**src/rtl/apb_req_master.sv**
```systemverilog
// ---------------------------------------------------------------------------
// apb_req_master
//
// APB requester for the CSR slave bus. A local controller hands over one
// command at a time on a valid/ready port; the block runs it as a
// SETUP -> ACCESS transfer and returns exactly one response pulse carrying
// the read data and error status. A wait-state counter aborts transfers
// whose slave never raises ready.
//
// Ports
//   clk, rst_n        clock (rising edge), asynchronous active-low reset
//   cmd_valid/ready   command handshake; cmd_ready is high only in IDLE
//   cmd_write         1 = write, 0 = read
//   cmd_addr          target address            (ADDRESS_SIZE bits)
//   cmd_wdata         write data                (REG_WIDTH bits)
//   rsp_valid         one-cycle response pulse
//   rsp_rdata         read data (0 for writes and timeouts)
//   rsp_err           slave error or timeout
//   rsp_timeout       transfer aborted by the wait-state timeout
//   addr/sel/en/      APB request outputs, all registered
//   write/wdata
//   ready/slv_err/    APB completion inputs, only looked at in ACCESS
//   rdata
// ---------------------------------------------------------------------------
module apb_req_master #(
    parameter int ADDRESS_SIZE   = 32,
    parameter int REG_WIDTH      = 8,
    parameter int TIMEOUT_CYCLES = 16,
    parameter int TIMEOUT_W      = 5
) (
    input  logic                    clk,
    input  logic                    rst_n,

    input  logic                    cmd_valid,
    output logic                    cmd_ready,
    input  logic                    cmd_write,
    input  logic [ADDRESS_SIZE-1:0] cmd_addr,
    input  logic [REG_WIDTH-1:0]    cmd_wdata,

    output logic                    rsp_valid,
    output logic [REG_WIDTH-1:0]    rsp_rdata,
    output logic                    rsp_err,
    output logic                    rsp_timeout,

    output logic [ADDRESS_SIZE-1:0] addr,
    output logic                    sel,
    output logic                    en,
    output logic                    write,
    output logic [REG_WIDTH-1:0]    wdata,
    input  logic                    ready,
    input  logic                    slv_err,
    input  logic [REG_WIDTH-1:0]    rdata
);

    typedef enum logic [1:0] {
        ST_IDLE   = 2'd0,
        ST_SETUP  = 2'd1,
        ST_ACCESS = 2'd2
    } state_t;

    // A zero TIMEOUT_CYCLES disables the abort path entirely.
    localparam bit                   TO_EN    = (TIMEOUT_CYCLES != 0);
    localparam logic [TIMEOUT_W-1:0] TERM_CNT =
        TIMEOUT_W'(TIMEOUT_CYCLES > 0 ? TIMEOUT_CYCLES - 1 : 0);

    state_t                  state_q;
    logic [ADDRESS_SIZE-1:0] addr_q;
    logic                    sel_q;
    logic                    en_q;
    logic                    write_q;
    logic [REG_WIDTH-1:0]    wdata_q;
    logic                    rsp_valid_q;
    logic [REG_WIDTH-1:0]    rsp_rdata_q;
    logic                    rsp_err_q;
    logic                    rsp_timeout_q;
    logic [TIMEOUT_W-1:0]    cnt_q;
    logic [TIMEOUT_W-1:0]    cnt_d;
    logic                    timeout_hit;

    // cnt_q holds the number of ready=0 ACCESS cycles already seen, so the
    // terminal compare uses the current value: en stays high for exactly
    // TIMEOUT_CYCLES cycles before the abort.
    assign cnt_d       = cnt_q + TIMEOUT_W'(1);
    assign timeout_hit = TO_EN && (cnt_q == TERM_CNT);

    assign cmd_ready   = (state_q == ST_IDLE);

    always_ff @(posedge clk or negedge rst_n) begin
        if (!rst_n) begin
            state_q       <= ST_IDLE;
            addr_q        <= '0;
            sel_q         <= 1'b0;
            en_q          <= 1'b0;
            write_q       <= 1'b0;
            wdata_q       <= '0;
            rsp_valid_q   <= 1'b0;
            rsp_rdata_q   <= '0;
            rsp_err_q     <= 1'b0;
            rsp_timeout_q <= 1'b0;
            cnt_q         <= '0;
        end else begin
            // Response is a single-cycle pulse; payload fields hold.
            rsp_valid_q <= 1'b0;

            case (state_q)
                ST_IDLE: begin
                    if (cmd_valid) begin
                        addr_q  <= cmd_addr;
                        write_q <= cmd_write;
                        wdata_q <= cmd_wdata;
                        sel_q   <= 1'b1;
                        en_q    <= 1'b0;
                        state_q <= ST_SETUP;
                    end
                end

                ST_SETUP: begin
                    en_q    <= 1'b1;
                    cnt_q   <= '0;
                    state_q <= ST_ACCESS;
                end

                ST_ACCESS: begin
                    // A ready on the terminal-count cycle still completes
                    // normally: ready is tested before the timeout.
                    if (ready) begin
                        sel_q         <= 1'b0;
                        en_q          <= 1'b0;
                        rsp_valid_q   <= 1'b1;
                        rsp_err_q     <= slv_err;
                        rsp_timeout_q <= 1'b0;
                        rsp_rdata_q   <= write_q ? '0 : rdata;
                        state_q       <= ST_IDLE;
                    end else begin
                        cnt_q <= cnt_d;
                        if (timeout_hit) begin
                            sel_q         <= 1'b0;
                            en_q          <= 1'b0;
                            rsp_valid_q   <= 1'b1;
                            rsp_err_q     <= 1'b1;
                            rsp_timeout_q <= 1'b1;
                            rsp_rdata_q   <= '0;
                            state_q       <= ST_IDLE;
                        end
                    end
                end

                default: begin
                    sel_q   <= 1'b0;
                    en_q    <= 1'b0;
                    state_q <= ST_IDLE;
                end
            endcase
        end
    end

    assign addr        = addr_q;
    assign sel         = sel_q;
    assign en          = en_q;
    assign write       = write_q;
    assign wdata       = wdata_q;
    assign rsp_valid   = rsp_valid_q;
    assign rsp_rdata   = rsp_rdata_q;
    assign rsp_err     = rsp_err_q;
    assign rsp_timeout = rsp_timeout_q;

endmodule
```
**config.mk**
```make
export PLATFORM = sky130hd
export DESIGN_NAME = apb_req_master
export DESIGN_NICKNAME = d
export VERILOG_FILES = /design/src/rtl/apb_req_master.sv
export SDC_FILE = /design/constraint.sdc
export NUM_CORES = 1
export LEC_CHECK = 0
export BUFFER_PORTS_ARGS = -buffer_cell sky130_fd_sc_hd__buf_2
export CORE_MARGIN = 3
export CORE_UTILIZATION = 43
export CTS_CLUSTER_SIZE = 28
export DETAILED_ROUTE_END_ITERATION = 7
export PLACE_DENSITY = 0.76
export SYNTH_ARGS = -nofsm -noshare
export SYNTH_HDL_FRONTEND = slang
export SYNTH_SLANG_ARGS = --single-unit
```
**constraint.sdc**
```tcl
create_clock -name clk -period 1.7 [get_ports clk]
set_input_delay 0 -clock clk [delete_from_list [all_inputs] [get_ports clk]]
set_output_delay 0 -clock clk [all_outputs]
set_load 0.005 [all_outputs]
```
# After elaboration in Yosys (flattened, before gate mapping)
# Cells that the tools add are included.
# classes
bitwise_logic	1
n_eq_ne	6
reduce_logical	8
n_mux	21
n_addsub	1
# ops
op	n
$mux 8	3
$mux 1	10
$pmux 5 s2	1
$reduce_and 2->1	4
$mux 2	3
$pmux 1 s3	2
$pmux 2 s3	1
$add 5x1->5 const B	1
$eq 5x4->1 const B	1
$mux 5	1
$ne 2x2->1 const B	2
$reduce_bool 2->1	2
$ne 3x3->1 const B	1
$reduce_and 3->1	1
$eq 2x1->1 const B	1
$eq 2x2->1 const B	1
$logic_not 2->1	1
$not 1->1	1
# totals
input_bits	54
word_cells	48
regBits	61
output_inout_bits	55

# Longest topological paths before layout
# logic_depth
word_depth	4
mapped_depth	6
ltp_nobuf	6

# Worst setup path after synthesis
# OpenSTA, ideal clock, no wires.
# synth_path
path_type	flip-flop to flip-flop
from	reg cnt_q[0]
to	reg rsp_err_q (netlist: rsp_err)
setup_ns	0.126
path_stages_with_launch	7
arrival_time_ns	1.529
t_required_ns	1.574
setup_slack_ns	0.045
synth_period_minus_slack_ns	1.655
n_path_buf	0
path_cell_list	dfrtp_1 -> ha_1 -> and3_1 -> ha_1 -> o21ai_1 -> inv_1 -> o32a_1
# synth_via
elab_chain_cells	3
# synth_lines
element	line_no	rtl
start: declaration	76	logic [TIMEOUT_W-1:0] cnt_q;
start signal: assignment	135	cnt_q <= cnt_d;
$eq 5x4->1	84	assign timeout_hit = TO_EN && (cnt_q == TERM_CNT);
$reduce_bool 2->1 (no source line)	--	
$reduce_and 2->1 (no source line)	--	
end signal: assignment	130	rsp_err_q <= slv_err;
end: declaration	74	logic rsp_err_q;
# No other way between the ends.
# A chain may end at the register's enable or synchronous reset.

# Worst setup path after layout
# layout_path
from	reg cnt_q[1]
to	reg rsp_rdata_q[2] (netlist: rsp_rdata[2])
# layout_via
elab_chain_cells	3
# layout_lines
element	line_no	rtl
$eq 5x4->1	84	
$reduce_bool 2->1 (no source line)	--	
$reduce_and 2->1 (no source line)	--	
end signal: assignment	132	rsp_rdata_q <= write_q ? '0 : rdata;
end: declaration	73	logic [REG_WIDTH-1:0] rsp_rdata_q;
# No other way between the ends.

==> impl_metrics.json <==
{
  "status": "finished, final reports clean",
  "preCtsSetupSlack_ns": 0.0930,
  "setup_ws_ns": 0.0976,
  "wl_mm": 7.22,
  "grt_pass1_wl_mm": 11.6,
  "final-hold-violation-count": 0,
  "grt_pass1_vias": 2185,
  "utilization_pct": 70.0,
  "area_growth_pct": 52.3,
  "maxSlewHeadroom_pct": 58.9,
  "postSynthCellCount": 178,
  "clock_latency_ns": 0.33,
  "slowest_stage": "dfrtp_1",
  "worst_pin_slew_ns": 0.616,
  "grt_antenna_before_repair": 0,
  "critPathLaunchType": "register",
  "start_util_pct": 45.9,
  "hpwl_mm": 4.20,
  "synth-edff-count": 0,
  "dieArea_um2": 7030,
  "drt-pass1-iter-count": 4,
  "r2r_cells": 6,
  "place_congestion": 0.796,
  "synthFlopType": "dfrtp_1",
  "fin_skew_ns": 0.00659,
  "r2r_end": "rsp_rdata[2]",
  "synth_cell_types": 31,
  "numCtsBuffers": 9,
  "crit_type": "register to register",
  "yosys.area.top_type": "dfrtp_1",
  "synthesis.area_um2": 2610,
  "track_usage_pct": 21.3,
  "antennaDiodeCount": 0,
  "ys_warn_count": 0,
  "cap_violations": 0,
  "routedWlPerCell_um": 16.8,
  "grt_max_degree": 36,
  "cts.htree.levels": 3,
  "final-setup-viol-count": 0,
  "fin_crit_sh_pct": 94.3,
  "floorplan.rows": 27,
  "cpPeakStageDelay_ns": 0.41,
  "via_count": 2114,
  "cts_tree": "built",
  "fillers": 391,
  "power_leakage_nw": 2.00,
  "clock-sinks": 60,
  "period_needed_ns": 1.60,
  "route.detailed.drc": 0,
  "cp.required_ns": 1.90,
  "rrSetupSlack_ns": 0.1,
  "die_x_um": 83.9,
  "die_h_um": 83.9,
  "port_buffers": 108,
  "crit_chain": "ha_1, and3_1, ha_1, o21ai_2, buf_4, o21ai_0",
  "netlist.area_leader.share_pct": 57.6,
  "final_nets": 409,
  "grt_overflow": 0,
  "reg2reg_from": "cnt_q[1]",
  "cts-root-buf": "clkbuf_8",
  "power.density_nw_per_um2": 1590,
  "vias_per_cell": 4.93,
  "drive_above_1_share_pct": 52.1,
  "async_reset_ff_share_pct": 100,
  "drtIter0Drc": 94,
  "ir_drop_v": 0.000904,
  "path_clk_slew_ns": 0.06,
  "critPathArrivalTime_ns": 1.80,
  "syn-num-nets": 234,
  "hold_class": "primary input to register",
  "worstSetupEndpointType": "register",
  "top_level_ports": 109,
  "clockBufferDepth": 2,
  "multi_input_area_um2": 982,
  "power.total_w": 0.00632,
  "register_area_um2": 1500,
  "setup_tns_ns": 0,
  "synth.avg_cell_area_um2": 14.6,
  "max_clock_freq_mhz": 624,
  "ys_seq_area_share_pct": 57.6,
  "fp.coreArea_um2": 5680,
  "synth-seq-cells": 60,
  "cp_max_fo": 8,
  "timing.hold.worst.start": "cmd_valid",
  "holdPathStages": 3,
  "postRouteAntennaNets": 0,
  "finalMaxSlewViolations": 0,
  "whs_endpoint": "sel",
  "synth_area_leaders": "dfrtp_1 58%, mux2_4 22%, o21ai_0 3.8%, buf_12 3.1%, nand2_1 1.6%",
  "critical_path.most_common_cell": "ha_1"
}
routing by layer:
layer | vias to the layer above | track usage, % | share of wire (%)
li1 | 974 | - | -
met3 | 11 | 7.21 | 6.9
met4 | 0 | 6.43 | 1.4
met2 | 102 | 35.1 | 50
met1 | 1027 | 26.6 | 41
met5 | - | 0 | 0
timing repair:
action | 4_1_cts | 5_1_grt
endpoints found under the setup margin | 0 | 2
buffers inserted | 0 | 1
hold buffers | 52 | 0
endpoints found under the hold margin | 76 | 0
gates resized for setup | 0 | 2
placed cells by master, fill, tap and decap left out, drive strengths merged:
master,netlist,final
nand4b,1,1
o21ai,21,21
a22o,2,2
o32a,1,1
nor4bb,1,1
a2bb2oi,1,1
o21a,1,1
buf,5,121
ha,2,2
bufinv,0,1
or3,1,1
and3,3,3
clkinvlp,0,1
mux2i,1,1
nand3,3,3
mux2,41,41
and2,1,1
nand2,11,11
and2b,1,1
clkinv,0,3
inv,6,6
dfrtp,60,60
o22ai,2,2
clkbuf,4,10
a21oi,4,4
nor2b,1,1
nor2,2,2
dlygate4sd3,0,52
nand2b,2,2
through the flow:
step,cells,hold slack [ns],cell area (um^2)
2_1_floorplan,178,-0.296,2610
3_3_place_gp,361,0.0359,3250
3_5_place_dp,361,0.0443,3250
4_1_cts,428,0.00900,3960
5_1_grt,429,0.0619,3970
6_report,429,0.0185,3970
flip-flops by register name, indices dropped and copies added (netlist names):
name and cells:
rsp_rdata 8, sel 1, wdata 8, rsp_timeout 1
write 1, rsp_valid 1, rsp_err 1, addr 32
cnt_q 5, state_q 2
final cells by class:
class	count	share of cell area, %
Sequential cell	60	37.8
Inverter	6	0.567
Tap cell	72	2.27
Clock inverter	5	1.32
Timing Repair Buffer	173	29.8
Clock buffer	10	3.47
Multi-Input combinational cell	103	24.7
worst max-delay path by stage:
stage          cells past startpoint            to  startpoint  slack [ns]
2_1_floorplan                      6       rsp_err    cnt_q[0]        0.05
3_3_place_gp                       6  rsp_rdata[5]    cnt_q[0]        0.18
3_5_place_dp                       6  rsp_rdata[2]    cnt_q[0]        0.09
4_1_cts                            6  rsp_rdata[1]    cnt_q[0]        0.09
5_1_grt                            7  rsp_rdata[4]    cnt_q[1]       -0.02
6_report                           6  rsp_rdata[2]    cnt_q[1]         0.1
power breakdown:
part / total (W) / internal, W / switching [W]
registers: 0.00251 / 0.00210 / 0.000408
clock network: 0.00123 / 0.000700 / 0.000533
logic: 0.00258 / 0.00156 / 0.00102
total: 0.00632 / 0.00435 / 0.00197
critical path, delay by kind of cell, from the launching register on:
family	cells	cell delay [ns]
AOI/OAI and AO/OA	2	0.26
adders and majority gates	2	0.45
buffers and inverters	1	0.17
DFF	1	0.41
and+or+nand+nor	1	0.19
synthesized netlist by cell type (2+ instances only):
cell type  number
dfrtp_1        60
mux2_4         39
o21ai_0        20
nand2_1        11
inv_1           5
a21oi_1         4
buf_12          4
clkbuf_1        4
nand3_1         3
a22o_2          2
ha_1            2
mux2_2          2
nand2b_1        2
nor2_1          2
o22ai_1         2
cells by family (layout without fill, tap and decap cells):
family	Yosys count	count (layout)	share of synthesized area [%]
DFF	60	60	57.6
and+or+nand+nor	27	27	5.71
AOI/OAI and AO/OA	32	32	7.06
buffers and inverters	15	194	4.94
muxes	42	42	23.7
adders and majority gates	2	2	0.960
(Power assumes the default switching activity.)
